[src/rtl/div_16_seq_if.sv]
// Handshake/result bundle for the sequential divider; master = requester, slave = divider.
interface div_16_seq_if #(
   parameter int WIDTH = 16
);
   logic             ctrl_div;
   logic [WIDTH-1:0] operand0;
   logic [WIDTH-1:0] operand1;
   logic [WIDTH-1:0] quotient;
   logic [WIDTH-1:0] remainder;
   logic             result_rdy;
   logic             exception;
   logic             busy;

   modport master (
      output ctrl_div, operand0, operand1,
      input  quotient, remainder, result_rdy, exception, busy
   );

   modport slave (
      input  ctrl_div, operand0, operand1,
      output quotient, remainder, result_rdy, exception, busy
   );
endinterface

[src/rtl/div_16_seq.sv]
// Restoring divider, one quotient bit per cycle; result_rdy WIDTH+2 cycles after the start edge, new start taken in IDLE or DONE.
// DIV_SIGNED_EN selects two's-complement operands with an overflow exception; otherwise the divide is unsigned.
module div_16_seq #(
   parameter int WIDTH = 16
) (
   input  logic        i_clock,
   input  logic        i_reset,
   div_16_seq_if.slave io_bus
);
   localparam int CW = $clog2(WIDTH);
   localparam logic [WIDTH-1:0] MOST_NEG = {1'b1, {(WIDTH-1){1'b0}}};

   typedef enum logic [2:0] {IDLE, SETUP, ITER, FIX, DONE} state_t;

   state_t           r_state;
   state_t           w_state_nxt;

   logic [WIDTH-1:0] r_op0;
   logic [WIDTH-1:0] r_op1;
   logic [WIDTH-1:0] r_dividend;
   logic [WIDTH-1:0] r_divisor;
   logic [WIDTH:0]   r_partial;
   logic [CW-1:0]    r_cnt;
   logic             r_q_neg;
   logic             r_r_neg;
   logic             r_ovf;
   logic [WIDTH-1:0] r_quotient;
   logic [WIDTH-1:0] r_remainder;
   logic             r_exception;

   logic             w_start;
   logic             w_div_zero;
   logic             w_last;
   logic             w_sign0;
   logic             w_sign1;
   logic             w_ovf;
   logic [WIDTH-1:0] w_abs0;
   logic [WIDTH-1:0] w_abs1;
   logic [WIDTH:0]   w_shift;
   logic [WIDTH+1:0] w_trial;
   logic             w_carry;
   logic [WIDTH-1:0] w_q_fix;
   logic [WIDTH-1:0] w_r_fix;
   logic             w_unused_pbit;

   assign w_start    = io_bus.ctrl_div && (r_state == IDLE || r_state == DONE);
   assign w_div_zero = (io_bus.operand1 == '0);
   assign w_last     = (r_cnt == CW'(WIDTH - 1));

`ifdef DIV_SIGNED_EN
   assign w_sign0 = r_op0[WIDTH-1];
   assign w_sign1 = r_op1[WIDTH-1];
   assign w_ovf   = (r_op0 == MOST_NEG) && (&r_op1);
`else
   assign w_sign0 = 1'b0;
   assign w_sign1 = 1'b0;
   assign w_ovf   = 1'b0;
`endif

   // |MOST_NEG| stays MOST_NEG, which is exactly right read as unsigned magnitude
   assign w_abs0 = w_sign0 ? -r_op0 : r_op0;
   assign w_abs1 = w_sign1 ? -r_op1 : r_op1;

   assign w_shift = {r_partial[WIDTH-1:0], r_dividend[WIDTH-1]};
   assign w_trial = {1'b0, w_shift} + {1'b0, ~{1'b0, r_divisor}} + {{(WIDTH+1){1'b0}}, 1'b1};
   assign w_carry = w_trial[WIDTH+1];

   // Kept remainder is always below the divisor, so its top bit never feeds the next shift
   assign w_unused_pbit = r_partial[WIDTH];

   assign w_q_fix = r_q_neg ? -r_dividend : r_dividend;
   assign w_r_fix = r_r_neg ? -r_partial[WIDTH-1:0] : r_partial[WIDTH-1:0];

   always_ff @(posedge i_clock or posedge i_reset) begin
      if (i_reset) begin
         r_state <= IDLE;
      end else begin
         r_state <= w_state_nxt;
      end
   end

   always_comb begin
      w_state_nxt = r_state;
      case (r_state)
         IDLE, DONE: begin
            if (w_start) begin
               w_state_nxt = w_div_zero ? DONE : SETUP;
            end else if (r_state == DONE) begin
               w_state_nxt = IDLE;
            end
         end
         SETUP:   w_state_nxt = ITER;
         ITER:    w_state_nxt = w_last ? FIX : ITER;
         FIX:     w_state_nxt = DONE;
         default: w_state_nxt = IDLE;
      endcase
   end

   always_ff @(posedge i_clock or posedge i_reset) begin
      if (i_reset) begin
         r_op0       <= '0;
         r_op1       <= '0;
         r_dividend  <= '0;
         r_divisor   <= '0;
         r_partial   <= '0;
         r_cnt       <= '0;
         r_q_neg     <= 1'b0;
         r_r_neg     <= 1'b0;
         r_ovf       <= 1'b0;
         r_quotient  <= '0;
         r_remainder <= '0;
         r_exception <= 1'b0;
      end else begin
         case (r_state)
            IDLE, DONE: begin
               if (w_start) begin
                  r_op0       <= io_bus.operand0;
                  r_op1       <= io_bus.operand1;
                  r_exception <= w_div_zero;
                  if (w_div_zero) begin
                     r_quotient  <= '0;
                     r_remainder <= io_bus.operand0;
                  end
               end
            end
            SETUP: begin
               r_dividend <= w_abs0;
               r_divisor  <= w_abs1;
               r_partial  <= '0;
               r_cnt      <= '0;
               r_q_neg    <= w_sign0 ^ w_sign1;
               r_r_neg    <= w_sign0;
               r_ovf      <= w_ovf;
            end
            ITER: begin
               // Quotient bits shift into the vacated low end of the dividend register
               r_partial  <= w_carry ? w_trial[WIDTH:0] : w_shift;
               r_dividend <= {r_dividend[WIDTH-2:0], w_carry};
               r_cnt      <= r_cnt + CW'(1);
            end
            FIX: begin
               r_quotient  <= w_q_fix;
               r_remainder <= w_r_fix;
               r_exception <= r_ovf;
            end
            default: ;
         endcase
      end
   end

   assign io_bus.quotient   = r_quotient;
   assign io_bus.remainder  = r_remainder;
   assign io_bus.exception  = r_exception;
   assign io_bus.result_rdy = (r_state == DONE);
   assign io_bus.busy       = (r_state != IDLE);
endmodule

[src/flat_wrapper.sv]
// flat-port wrapper written by rule: the top's interface ports become plain ports
module div_16_seq_flat 
#(
   parameter int WIDTH = 16
)
  (i_clock, i_reset, io_bus_ctrl_div, io_bus_operand0, io_bus_operand1, io_bus_quotient, io_bus_remainder, io_bus_result_rdy, io_bus_exception, io_bus_busy);
  div_16_seq_if #(.WIDTH(WIDTH)) io_bus_i ();
  input  logic i_clock;
  input  logic i_reset;
  input wire logic [$bits(io_bus_i.ctrl_div)-1:0] io_bus_ctrl_div;
  input wire logic [$bits(io_bus_i.operand0)-1:0] io_bus_operand0;
  input wire logic [$bits(io_bus_i.operand1)-1:0] io_bus_operand1;
  output wire logic [$bits(io_bus_i.quotient)-1:0] io_bus_quotient;
  output wire logic [$bits(io_bus_i.remainder)-1:0] io_bus_remainder;
  output wire logic [$bits(io_bus_i.result_rdy)-1:0] io_bus_result_rdy;
  output wire logic [$bits(io_bus_i.exception)-1:0] io_bus_exception;
  output wire logic [$bits(io_bus_i.busy)-1:0] io_bus_busy;
  assign io_bus_i.ctrl_div = io_bus_ctrl_div;
  assign io_bus_i.operand0 = io_bus_operand0;
  assign io_bus_i.operand1 = io_bus_operand1;
  assign io_bus_quotient = io_bus_i.quotient;
  assign io_bus_remainder = io_bus_i.remainder;
  assign io_bus_result_rdy = io_bus_i.result_rdy;
  assign io_bus_exception = io_bus_i.exception;
  assign io_bus_busy = io_bus_i.busy;
  div_16_seq #(.WIDTH(WIDTH)) u_core (.i_clock(i_clock), .i_reset(i_reset), .io_bus(io_bus_i));
endmodule
[config.mk]
export PLATFORM = sky130hd
export DESIGN_NAME = div_16_seq_flat
export DESIGN_NICKNAME = d
export VERILOG_FILES = /design/src/rtl/div_16_seq_if.sv /design/src/rtl/div_16_seq.sv /design/src/flat_wrapper.sv
export SDC_FILE = /design/constraint.sdc
export NUM_CORES = 1
export LEC_CHECK = 0
export BUFFER_PORTS_ARGS = -buffer_cell sky130_fd_sc_hd__buf_2
export CORE_ASPECT_RATIO = 1.4
export CORE_MARGIN = 10
export CORE_UTILIZATION = 25
export CTS_BUF_LIST = sky130_fd_sc_hd__clkbuf_4
export DETAILED_ROUTE_END_ITERATION = 10
export SYNTH_ARGS = -nofsm -noshare
export SYNTH_HDL_FRONTEND = slang
export SYNTH_SLANG_ARGS = --single-unit
export TNS_END_PERCENT = 20
[constraint.sdc]
create_clock -name i_clock -period 4.5 [get_ports i_clock]
set_clock_uncertainty 0.05 [all_clocks]
set_input_delay 0.225 -clock i_clock [delete_from_list [all_inputs] [get_ports i_clock]]
set_output_delay 0.225 -clock i_clock [all_outputs]
set_load 0.02 [all_outputs]
==> flow_metrics.py, run 1 <==
metrics = {
    "status": {
        "status": "finished clean",
    },
    "route": {
        "ant_nets": 0,
        "drt_iter0_drc": 259,
        "drc": 0,
        "via_per_inst": 4.50,
        "totalWireLength_mm": 14.5,
        "drtPass1Iterations": 4,
        "wl_per_cell_um": 15.3,
        "vias": 4278,
    },
    "timing": {
        "setup_viol": 0,
        "drv_slew": 0,
        "setup_tns_ns": 0,
        "worstMarginPinSlew_ns": 0.784,
        "fin_crit_ns": 2.69,
        "finalHoldViolations": 0,
        "slew_headroom_pct": 47.7,
        "max_freq_mhz": 371,
        "finalWorstSetupSlack_ns": 1.81,
        "post-route-period-util_pct": 59.9,
        "rsz0062_at_grt": "false",
    },
    "floorplanning": {
        "dieArea_sq_mm": 0.0292,
        "core_sq_mm": 0.0224,
        "initial_core_util_pct": 25.3,
        "rows": 65,
        "die-width_um": 147,
        "die_h_um": 198,
        "ioPinCount": 70,
    },
    "global_route": {
        "grt_pass1_vias": 4476,
        "grt_max_degree": 53,
        "overflow": 0,
        "track_usage_pct": 10.4,
        "antenna_found_initial": 1,
        "grt_first_pass_wirelength_mm": 24.0,
    },
    "setup_path": {
        "cp_data_arrival_time_ns": 3.14,
        "r2r_setup_slack_ns": 1.81,
        "ff2ff_path_depth": 7,
        "cp_max_fo": 17,
        "cp_cell_sequence": "ha_1 -> nand2_1 -> nor3_2 -> o2111ai_1 -> a31oi_2 -> and3_1 -> a221o_1",
        "path_delay_family": "compound AO/OA/AOI/OAI gates",
        "crit_type": "reg2reg",
        "path_buf_inv": 0,
        "critPathRequiredTime_ns": 4.95,
        "max_stage_delay_ns": 0.66,
        "worstReg2RegStart": "u_core.r_partial[9]",
        "startpoint_type": "flop",
        "r2r-end": "u_core.r_partial[11]",
        "crit_path_top_delay_cell": "a31oi_2",
        "end_kind": "flop",
    },
    "final_layout": {
        "final_cell_area_sq_mm": 0.00697,
        "final_util_pct": 31.1,
        "layout.cells.most_common_list": "120 x dfrtp_1, 92 x nand2_1, 69 x buf_2",
        "drive_gt1_share_pct": 24.2,
        "nNetsFinal": 688,
        "area_delta_synth_final_pct": 23.0,
        "final_common_cell": "dfrtp_1",
    },
    "clock_tree": {
        "cts_tree": "yes",
        "cts_buffers": 17,
        "cts_buffer_depth": 2,
        "clkSinkCount": 120,
        "post-cts-setup-buffer-count": 0,
        "clk_transition_reported_paths_ns": 0.12,
        "root_buffer": "clkbuf_4",
        "clk_latency_ns": 0.57,
        "cts_max_level": 4,
    },
    "synthesis": {
        "synth-seq-cells": 120,
        "yosysSeqAreaShare_pct": 52.9,
        "synth_cells": 534,
        "mappedNetlistNets": 587,
        "synth-edff-count": 0,
        "synth-warning-count": 0,
        "syn_avg_cell_area_sq_um": 10.6,
        "synthDistinctLibCells": 54,
        "ys.flop_type": "dfrtp_1",
        "synth-async-reset-ratio_pct": 100,
        "syn_area_sq_mm": 0.00567,
    },
    "pwr": {
        "power.internal_w": 0.00298,
        "leakage_nw": 3.18,
        "powerDensity_mw_per_mm2": 734,
        "combinationalPowerShare_pct": 46.9,
        "total_power_w": 0.00512,
        "irDropWorstVdd_uv": 239,
        "p_clk_share_pct": 16.6,
        "power.net_switching_w": 0.00214,
        "power_frac_seq_pct": 36.5,
        "sw_frac_of_total_pct": 41.8,
    },
    "placed_design": {
        "io_buffers": 69,
        "post_dp_cell_area_sq_mm": 0.00633,
        "gp_congestion": 0.844,
        "pre_cts_slack_ns": 1.60,
        "dpl.hpwl_mm": 10.8,
    },
    "hold_path": {
        "hold_path_class": "in2reg",
        "hold_depth": 4,
        "hold_end": "u_core.io_bus.exception",
        "min_from": "io_bus_ctrl_div",
    },
    "job": {
        "cap_violations": 0,
    },
}
## power groups by stage
stage	registers, W	clock network, W	logic, W
3_3_place_gp	0.00188	0	0.00238
3_5_place_dp	0.00189	0	0.00241
6_report	0.00187	0.000847	0.00240
5_1_grt	0.00193	0.000916	0.00269
4_1_cts	0.00187	0.000875	0.00244
2_1_floorplan	0.00195	0	0.00173
## state kept, by name, summed over array words and instances, names as in the netlist
name / flops
u_core.r_dividend: 16
u_core.r_op1: 16
u_core.r_divisor: 16
u_core.r_op0: 16
u_core.io_bus.remainder: 16
u_core.r_partial: 16
u_core.r_cnt: 4
u_core.io_bus.exception: 1
u_core.io_bus.quotient: 16
u_core.r_state: 3
## worst min-delay path, cell delays in order
cell and delay, ns:
buf_2 0.10, and2_1 0.14, nand2b_1 0.08, a21oi_1 0.06
## through the flow
| stage | cells | hold slack, ns |
|---|---|---|
| after CTS | 949 | 0.0111 |
| final | 950 | 0.0382 |
| after global routing | 950 | 0.0259 |
| after global placement | 884 | 0.240 |
| after floorplan | 534 | 0.325 |
| after detailed placement | 884 | 0.240 |
## kinds of logic (layout without fill, tap and decap cells)
| logic type | after synthesis | after routing | synth area share (%) |
|---|---|---|---|
| buf+inv | 48 | 162 | 3.75 |
| xor+xnor | 12 | 12 | 1.85 |
| flops | 120 | 120 | 52.9 |
| other cells | 0 | 1 | 0 |
| mux | 36 | 36 | 7.08 |
| simple gates | 173 | 173 | 14.2 |
| compound gates | 127 | 127 | 16.1 |
| fa+ha+maj | 18 | 18 | 4.10 |
## layout make-up
cell class                      instances  area (sq um)
Antenna cell                            1          2.50
Clock buffer                           18           135
Clock inverter                         14           175
Fill cell                            2370         15500
Inverter                               20          77.6
Multi-Input combinational cell        366          2470
Sequential cell                       120          3000
Tap cell                              301           377
Timing Repair Buffer                  110           736
## synth_stat cells, drive strengths merged, types with 2 or more instances
| master | count | share of area, % |
|---|---|---|
| ha | 17 | 3.8 |
| dfrtp | 120 | 53 |
| mux2i | 3 | 0.53 |
| nor3b | 4 | 0.53 |
| xnor2 | 5 | 0.77 |
| nand3 | 3 | 0.26 |
| nand3b | 2 | 0.26 |
| nand4 | 4 | 0.44 |
| and2 | 13 | 1.4 |
| and3 | 3 | 0.35 |
| o211ai | 6 | 0.79 |
| o31ai | 2 | 0.26 |
| a221o | 14 | 2.5 |
| a21oi | 16 | 1.7 |
| inv | 20 | 1.3 |
| a22o | 18 | 2.8 |
| o21ai | 29 | 2.6 |
| buf | 17 | 1.7 |
| a31oi | 17 | 2.0 |
| nor2 | 28 | 2.0 |
| mux2 | 33 | 6.6 |
| nor4 | 5 | 0.55 |
| nor3 | 2 | 0.26 |
| a22oi | 15 | 2.0 |
| nor2b | 4 | 0.49 |
| nand2 | 93 | 6.2 |
| clkbuf | 11 | 0.73 |
| a21o | 4 | 0.55 |
| nand2b | 9 | 0.99 |
| xor2 | 7 | 1.1 |
## what timing repair did
item / in CTS / in global routing
endpoints found under the hold margin: 84 / 0
hold buffers: 33 / 0
resized for setup: 0 / 0
## worst max path at each step
stage | end | cells past startpoint | from
floorplan | u_core.io_bus.exception | 1 | i_reset
global placement | u_core.io_bus.remainder[11] | 8 | io_bus_operand1[11]
detailed placement | u_core.io_bus.remainder[8] | 8 | io_bus_operand1[11]
CTS | u_core.io_bus.remainder[8] | 9 | io_bus_operand1[11]
global route | u_core.io_bus.remainder[15] | 9 | io_bus_operand1[11]
finish | u_core.r_partial[11] | 7 | u_core.r_partial[9]
## layer usage
metal	track usage [%]	up-vias	wire [um]
met4	5.59	0	475
met1	11.9	2051	6360
met3	2.60	27	618
met5	0	-	0
met2	17.3	89	7080
li1	-	2111	-
Power figures use the tool's default switching activity.
==> run 2, diff against run 1 <==
Clock period 4.5 ns to 2.6 ns, I/O delays scaled along.
==> run 2 against run 1 <==
Effect of this change: die area stayed put; worst setup slack worse by 1.6 ns; core utilization is 0.37 points higher; sequential share of layout area is 0.50 points lower; combinational power is 79% higher; count of clock-buffer cells in the layout is 1 higher; global-route usage hardly changed; non-clock buffer count is 12 higher; first-iteration DRC count is 28% higher; final cell count is 1.3% higher; critical path depth is 1 higher; clock power is 53% higher; critical path type unchanged; critical endpoint is now u_core.r_partial[4]; largest power group unchanged.
==> flow_metrics.py, run 2 (synthesis gave the netlist of run 1 again) <==
metrics = {
    "status": {
        "status": "finished clean",
    },
    "global_route": {
        "antenna_found_initial": 1,
        "overflow": 0,
        "grt_first_pass_wirelength_mm": 24.4,
        "grt_pass1_vias": 4507,
        "grt_max_degree": 87,
        "track_usage_pct": 10.4,
    },
    "setup_path": {
        "cp_max_fo": 17,
        "cp_cell_sequence": "ha_1 -> a21oi_2 -> o211ai_1 -> a311oi_2 -> a31oi_2 -> buf_4 -> and2_1 -> a221o_1",
        "crit_path_top_delay_cell": "dfrtp_1",
        "path_buf_inv": 1,
        "startpoint_type": "flop",
        "end_kind": "flop",
        "max_stage_delay_ns": 0.44,
        "cp_data_arrival_time_ns": 2.77,
        "critPathRequiredTime_ns": 2.94,
        "path_delay_family": "compound AO/OA/AOI/OAI gates",
        "crit_type": "reg2reg",
    },
    "hold_path": {
        "hold_path_class": "in2async",
    },
    "placed_design": {
        "pre_cts_slack_ns": 0.197,
        "post_dp_cell_area_sq_mm": 0.00644,
        "dpl.hpwl_mm": 10.8,
        "gp_congestion": 0.810,
        "io_buffers": 69,
    },
    "clock_tree": {
        "clk_latency_ns": 0.51,
        "cts_max_level": 4,
        "cts_buffer_depth": 2,
        "ctsResizeCount": 0,
        "clk_transition_reported_paths_ns": 0.11,
        "cts_hold_buffers": 34,
        "cts_tree": "yes",
        "clkSinkCount": 120,
        "cts_buffers": 17,
        "post-cts-setup-buffer-count": 0,
        "root_buffer": "clkbuf_4",
    },
    "route": {
        "drtPass1Iterations": 4,
        "vias": 4343,
        "drc": 0,
        "via_per_inst": 4.51,
        "drt_iter0_drc": 332,
        "wl_per_cell_um": 15.2,
        "totalWireLength_mm": 14.6,
        "ant_nets": 0,
    },
    "timing": {
        "rsz0062_at_grt": "false",
        "setup_viol": 0,
        "max_freq_mhz": 412,
        "setup_tns_ns": 0,
        "slew_headroom_pct": 68.4,
        "post-route-period-util_pct": 93.4,
        "finalWorstSetupSlack_ns": 0.172,
        "fin_crit_ns": 2.43,
        "worstMarginPinSlew_ns": 0.474,
        "drv_slew": 0,
        "finalHoldViolations": 0,
    },
    "final_layout": {
        "drive_gt1_share_pct": 25.5,
        "final_common_cell": "dfrtp_1",
        "nNetsFinal": 700,
        "layout.cells.most_common_list": "120 x dfrtp_1, 92 x nand2_1, 69 x buf_2",
        "area_delta_synth_final_pct": 24.4,
        "final_cell_area_sq_mm": 0.00706,
        "fill_cells": 2326,
    },
    "pwr": {
        "leakage_nw": 3.22,
        "power_frac_seq_pct": 36.7,
        "power.internal_w": 0.00515,
        "combinationalPowerShare_pct": 48.6,
        "total_power_w": 0.00883,
        "power.net_switching_w": 0.00367,
        "powerDensity_mw_per_mm2": 1250,
        "irDropWorstVdd_uv": 390,
        "sw_frac_of_total_pct": 41.6,
        "p_clk_share_pct": 14.7,
    },
    "floorplanning": {
        "core_sq_mm": 0.0224,
        "dieArea_sq_mm": 0.0292,
        "initial_core_util_pct": 25.3,
        "rows": 65,
        "ioPinCount": 70,
        "die_h_um": 198,
        "die-width_um": 147,
    },
    "job": {
        "cap_violations": 0,
    },
}
run 2: cell count changes in the layout (fill, tap and decap cells not counted):
cell	before	now
clkinv_2	0	3
clkinvlp_4	1	4
inv_4	1	0
buf_4	8	17
buf_12	0	2
clkbuf_4	18	19
inv_6	2	0
dlygate4sd3_1	33	34
clkinv_4	6	3
bufinv_16	3	2
run 2: metrics by stage:
stage | utilization [%] | hold WS (ns) | std cells
2_1_floorplan | - | 0.230 | 534
3_3_place_gp | 28.7 | 0.277 | 895
3_5_place_dp | 28.7 | 0.270 | 895
4_1_cts | 31.4 | 0.259 | 961
5_1_grt | 31.4 | 0.282 | 962
6_report | 31.4 | 0.228 | 962
run 2: worst min-delay path, cell delays in order:
cell	delay, ns
dlygate4sd3_1	0.54
buf_2	0.14
clkinvlp_4	0.08
buf_12	0.35
run 2: power groups by stage:
stage          Sequential (W)  Clock (W)  Combinational (W)
2_1_floorplan         0.00338          0            0.00299
3_3_place_gp          0.00326          0            0.00423
3_5_place_dp          0.00328          0            0.00427
4_1_cts               0.00324    0.00135            0.00433
5_1_grt               0.00335    0.00144            0.00481
6_report              0.00324    0.00130            0.00429
run 2: cell type report:
type	instances	area [sq um]	area share, %
diodes	1	2.50	0.0355
flip-flops and latches	120	3000	42.6
well taps	301	377	5.34
clock inverters	13	131	1.86
multi-input cells	366	2470	35.0
inverters	20	78.8	1.12
clock buffers	19	143	2.02
repair buffers	122	853	12.1
run 2: path summary, 6_finish.rpt:
| path | start | endpoint | slack [ns] | cells past startpoint |
|---|---|---|---|---|
| hold reg to reg | u_core.r_cnt[3] | u_core.r_cnt[3] | 0.44 | 1 |
| setup reg to reg | u_core.r_partial[11] | u_core.r_partial[4] | 0.17 | 8 |
| min in group i_clock | io_bus_operand1[9] | u_core.r_op1[9] | 0.36 | 3 |
| setup / recovery | u_core.r_partial[11] | u_core.r_partial[4] | 0.17 | 8 |
| max in group asynchronous | i_reset | u_core.io_bus.remainder[14] | 1.87 | 4 |
| hold / removal | i_reset | u_core.r_divisor[10] | 0.23 | 4 |
run 2: routing by layer:
layer	vias up	track usage (%)	wire [um]
li1	2129	-	-
met1	2109	12.7	6600
met2	92	16.7	7040
met3	13	2.83	598
met4	0	4.67	391
met5	-	0	0
==> run 3, diff against run 2 <==
Settings changed: PLACE_DENSITY set to 0.52.
==> run 3 against run 2 <==
Effect of this change: combinational power about the same; hold slack better by 0.034 ns; clock power about the same; critical path type unchanged; largest cell class unchanged; global-route usage rose by 0.23 points; highest routed layer unchanged; design area increased by 0.21%; largest power group unchanged.
==> flow_metrics.py, run 3 (synthesis gave the netlist of run 1 again) <==
metrics = {
    "status": {
        "status": "finished clean",
    },
    "timing": {
        "max_freq_mhz": 410,
        "setup_tns_ns": 0,
        "rsz0062_at_grt": "false",
        "finalHoldViolations": 0,
        "drv_slew": 0,
        "setup_viol": 0,
        "worstMarginPinSlew_ns": 0.822,
        "fin_crit_ns": 2.44,
        "slew_headroom_pct": 45.1,
        "post-route-period-util_pct": 93.9,
        "fin_hold_ws_ns": 0.262,
    },
    "setup_path": {
        "max_stage_delay_ns": 0.40,
        "crit_path_top_delay_cell": "dfrtp_1",
        "cp_cell_sequence": "ha_1 -> a21oi_2 -> o211ai_1 -> a311oi_2 -> a31oi_2 -> buf_4 -> nor2b_2 -> a221o_1",
        "r2r_setup_slack_ns": 0.16,
        "startpoint_type": "flop",
        "path_buf_inv": 1,
        "critPathRequiredTime_ns": 2.96,
        "cp_data_arrival_time_ns": 2.80,
        "path_delay_family": "compound AO/OA/AOI/OAI gates",
        "end_kind": "flop",
        "crit_type": "reg2reg",
        "cp_max_fo": 17,
    },
    "global_route": {
        "grt_max_degree": 49,
        "grt_pass1_vias": 4572,
        "grt_first_pass_wirelength_mm": 24.8,
        "antenna_found_initial": 1,
        "track_usage_pct": 10.6,
        "overflow": 0,
    },
    "floorplanning": {
        "core_sq_mm": 0.0224,
        "rows": 65,
        "ioPinCount": 70,
        "initial_core_util_pct": 25.3,
        "die-width_um": 147,
        "dieArea_sq_mm": 0.0292,
        "die_h_um": 198,
    },
    "placed_design": {
        "dp.cells": 896,
        "gp_congestion": 0.853,
        "io_buffers": 69,
        "dpl.hpwl_mm": 11.1,
    },
    "final_layout": {
        "final_common_cell": "dfrtp_1",
        "layout.cells.most_common_list": "120 x dfrtp_1, 92 x nand2_1, 69 x buf_2",
        "seq_area_sq_mm": 0.00300,
        "multiInputGateArea_sq_mm": 0.00247,
        "fill_cells": 2379,
        "drive_gt1_share_pct": 25.4,
        "finalNonFillerCells": 963,
        "area_delta_synth_final_pct": 24.7,
        "nNetsFinal": 701,
    },
    "route": {
        "wl_per_cell_um": 15.5,
        "drc": 0,
        "via_per_inst": 4.45,
        "vias": 4281,
        "drt_iter0_drc": 300,
        "ant_nets": 0,
        "totalWireLength_mm": 14.9,
        "drtPass1Iterations": 4,
    },
    "clock_tree": {
        "cts_hold_buffers": 34,
        "cts_tree": "yes",
        "root_buffer": "clkbuf_4",
        "cts_max_level": 4,
        "clk_latency_ns": 0.52,
        "clk_transition_reported_paths_ns": 0.10,
        "clkSinkCount": 120,
        "ctsResizeCount": 0,
        "cts_buffer_depth": 2,
        "cts_buffers": 17,
        "post-cts-setup-buffer-count": 0,
    },
    "pwr": {
        "irDropWorstVdd_uv": 334,
        "leakage_nw": 3.23,
        "powerDensity_mw_per_mm2": 1250,
        "total_power_w": 0.00882,
    },
    "hold_path": {
        "hold_path_class": "in2async",
    },
    "job": {
        "cap_violations": 0,
    },
}
run 3: area by class of cell:
class,count,area share (%)
clock buffers,22,2.34
clock inverters,10,1.47
well taps,301,5.33
diodes,1,0.0354
repair buffers,123,12.3
multi-input cells,366,34.9
flip-flops and latches,120,42.5
inverters,20,1.11
run 3: final timing paths:
kind | cells after the start | startpoint | endpoint
max reg2reg | 8 | u_core.r_partial[11] | u_core.r_partial[0]
min reg2reg | 2 | u_core.r_op1[13] | u_core.r_divisor[13]
min | 3 | i_reset | u_core.r_dividend[1]
min in group i_clock | 3 | io_bus_operand1[7] | u_core.r_op1[7]
max | 8 | u_core.r_partial[11] | u_core.r_partial[0]
max in group asynchronous | 4 | i_reset | u_core.io_bus.quotient[9]
run 3: metrics by stage:
stage	utilization (%)	setup WS, ns	instance area [sq um]
after floorplan	-	0.394	5680
after global placement	28.8	0.239	6460
after detailed placement	28.8	0.167	6460
after CTS	31.5	0.156	7070
after global routing	31.5	0.0202	7070
final	31.5	0.160	7070
run 3: metal layers:
| metal | GRT usage (%) | wire length, um |
|---|---|---|
| met1 | 12.6 | 6730 |
| met2 | 18.0 | 7350 |
| met3 | 2.88 | 576 |
| met4 | 3.68 | 251 |
| met5 | 0 | 0 |
run 3: worst reg2reg max path, cell delays in order (launching register included):
cell      delay [ns]
dfrtp_1         0.40
ha_1            0.40
a21oi_2         0.25
o211ai_1        0.14
a311oi_2        0.33
a31oi_2         0.12
buf_4           0.21
nor2b_2         0.17
a221o_1         0.26
run 3: power breakdown:
group          switching, W  internal [W]
logic               0.00241       0.00187
clock network      0.000694      0.000611
registers          0.000534       0.00270
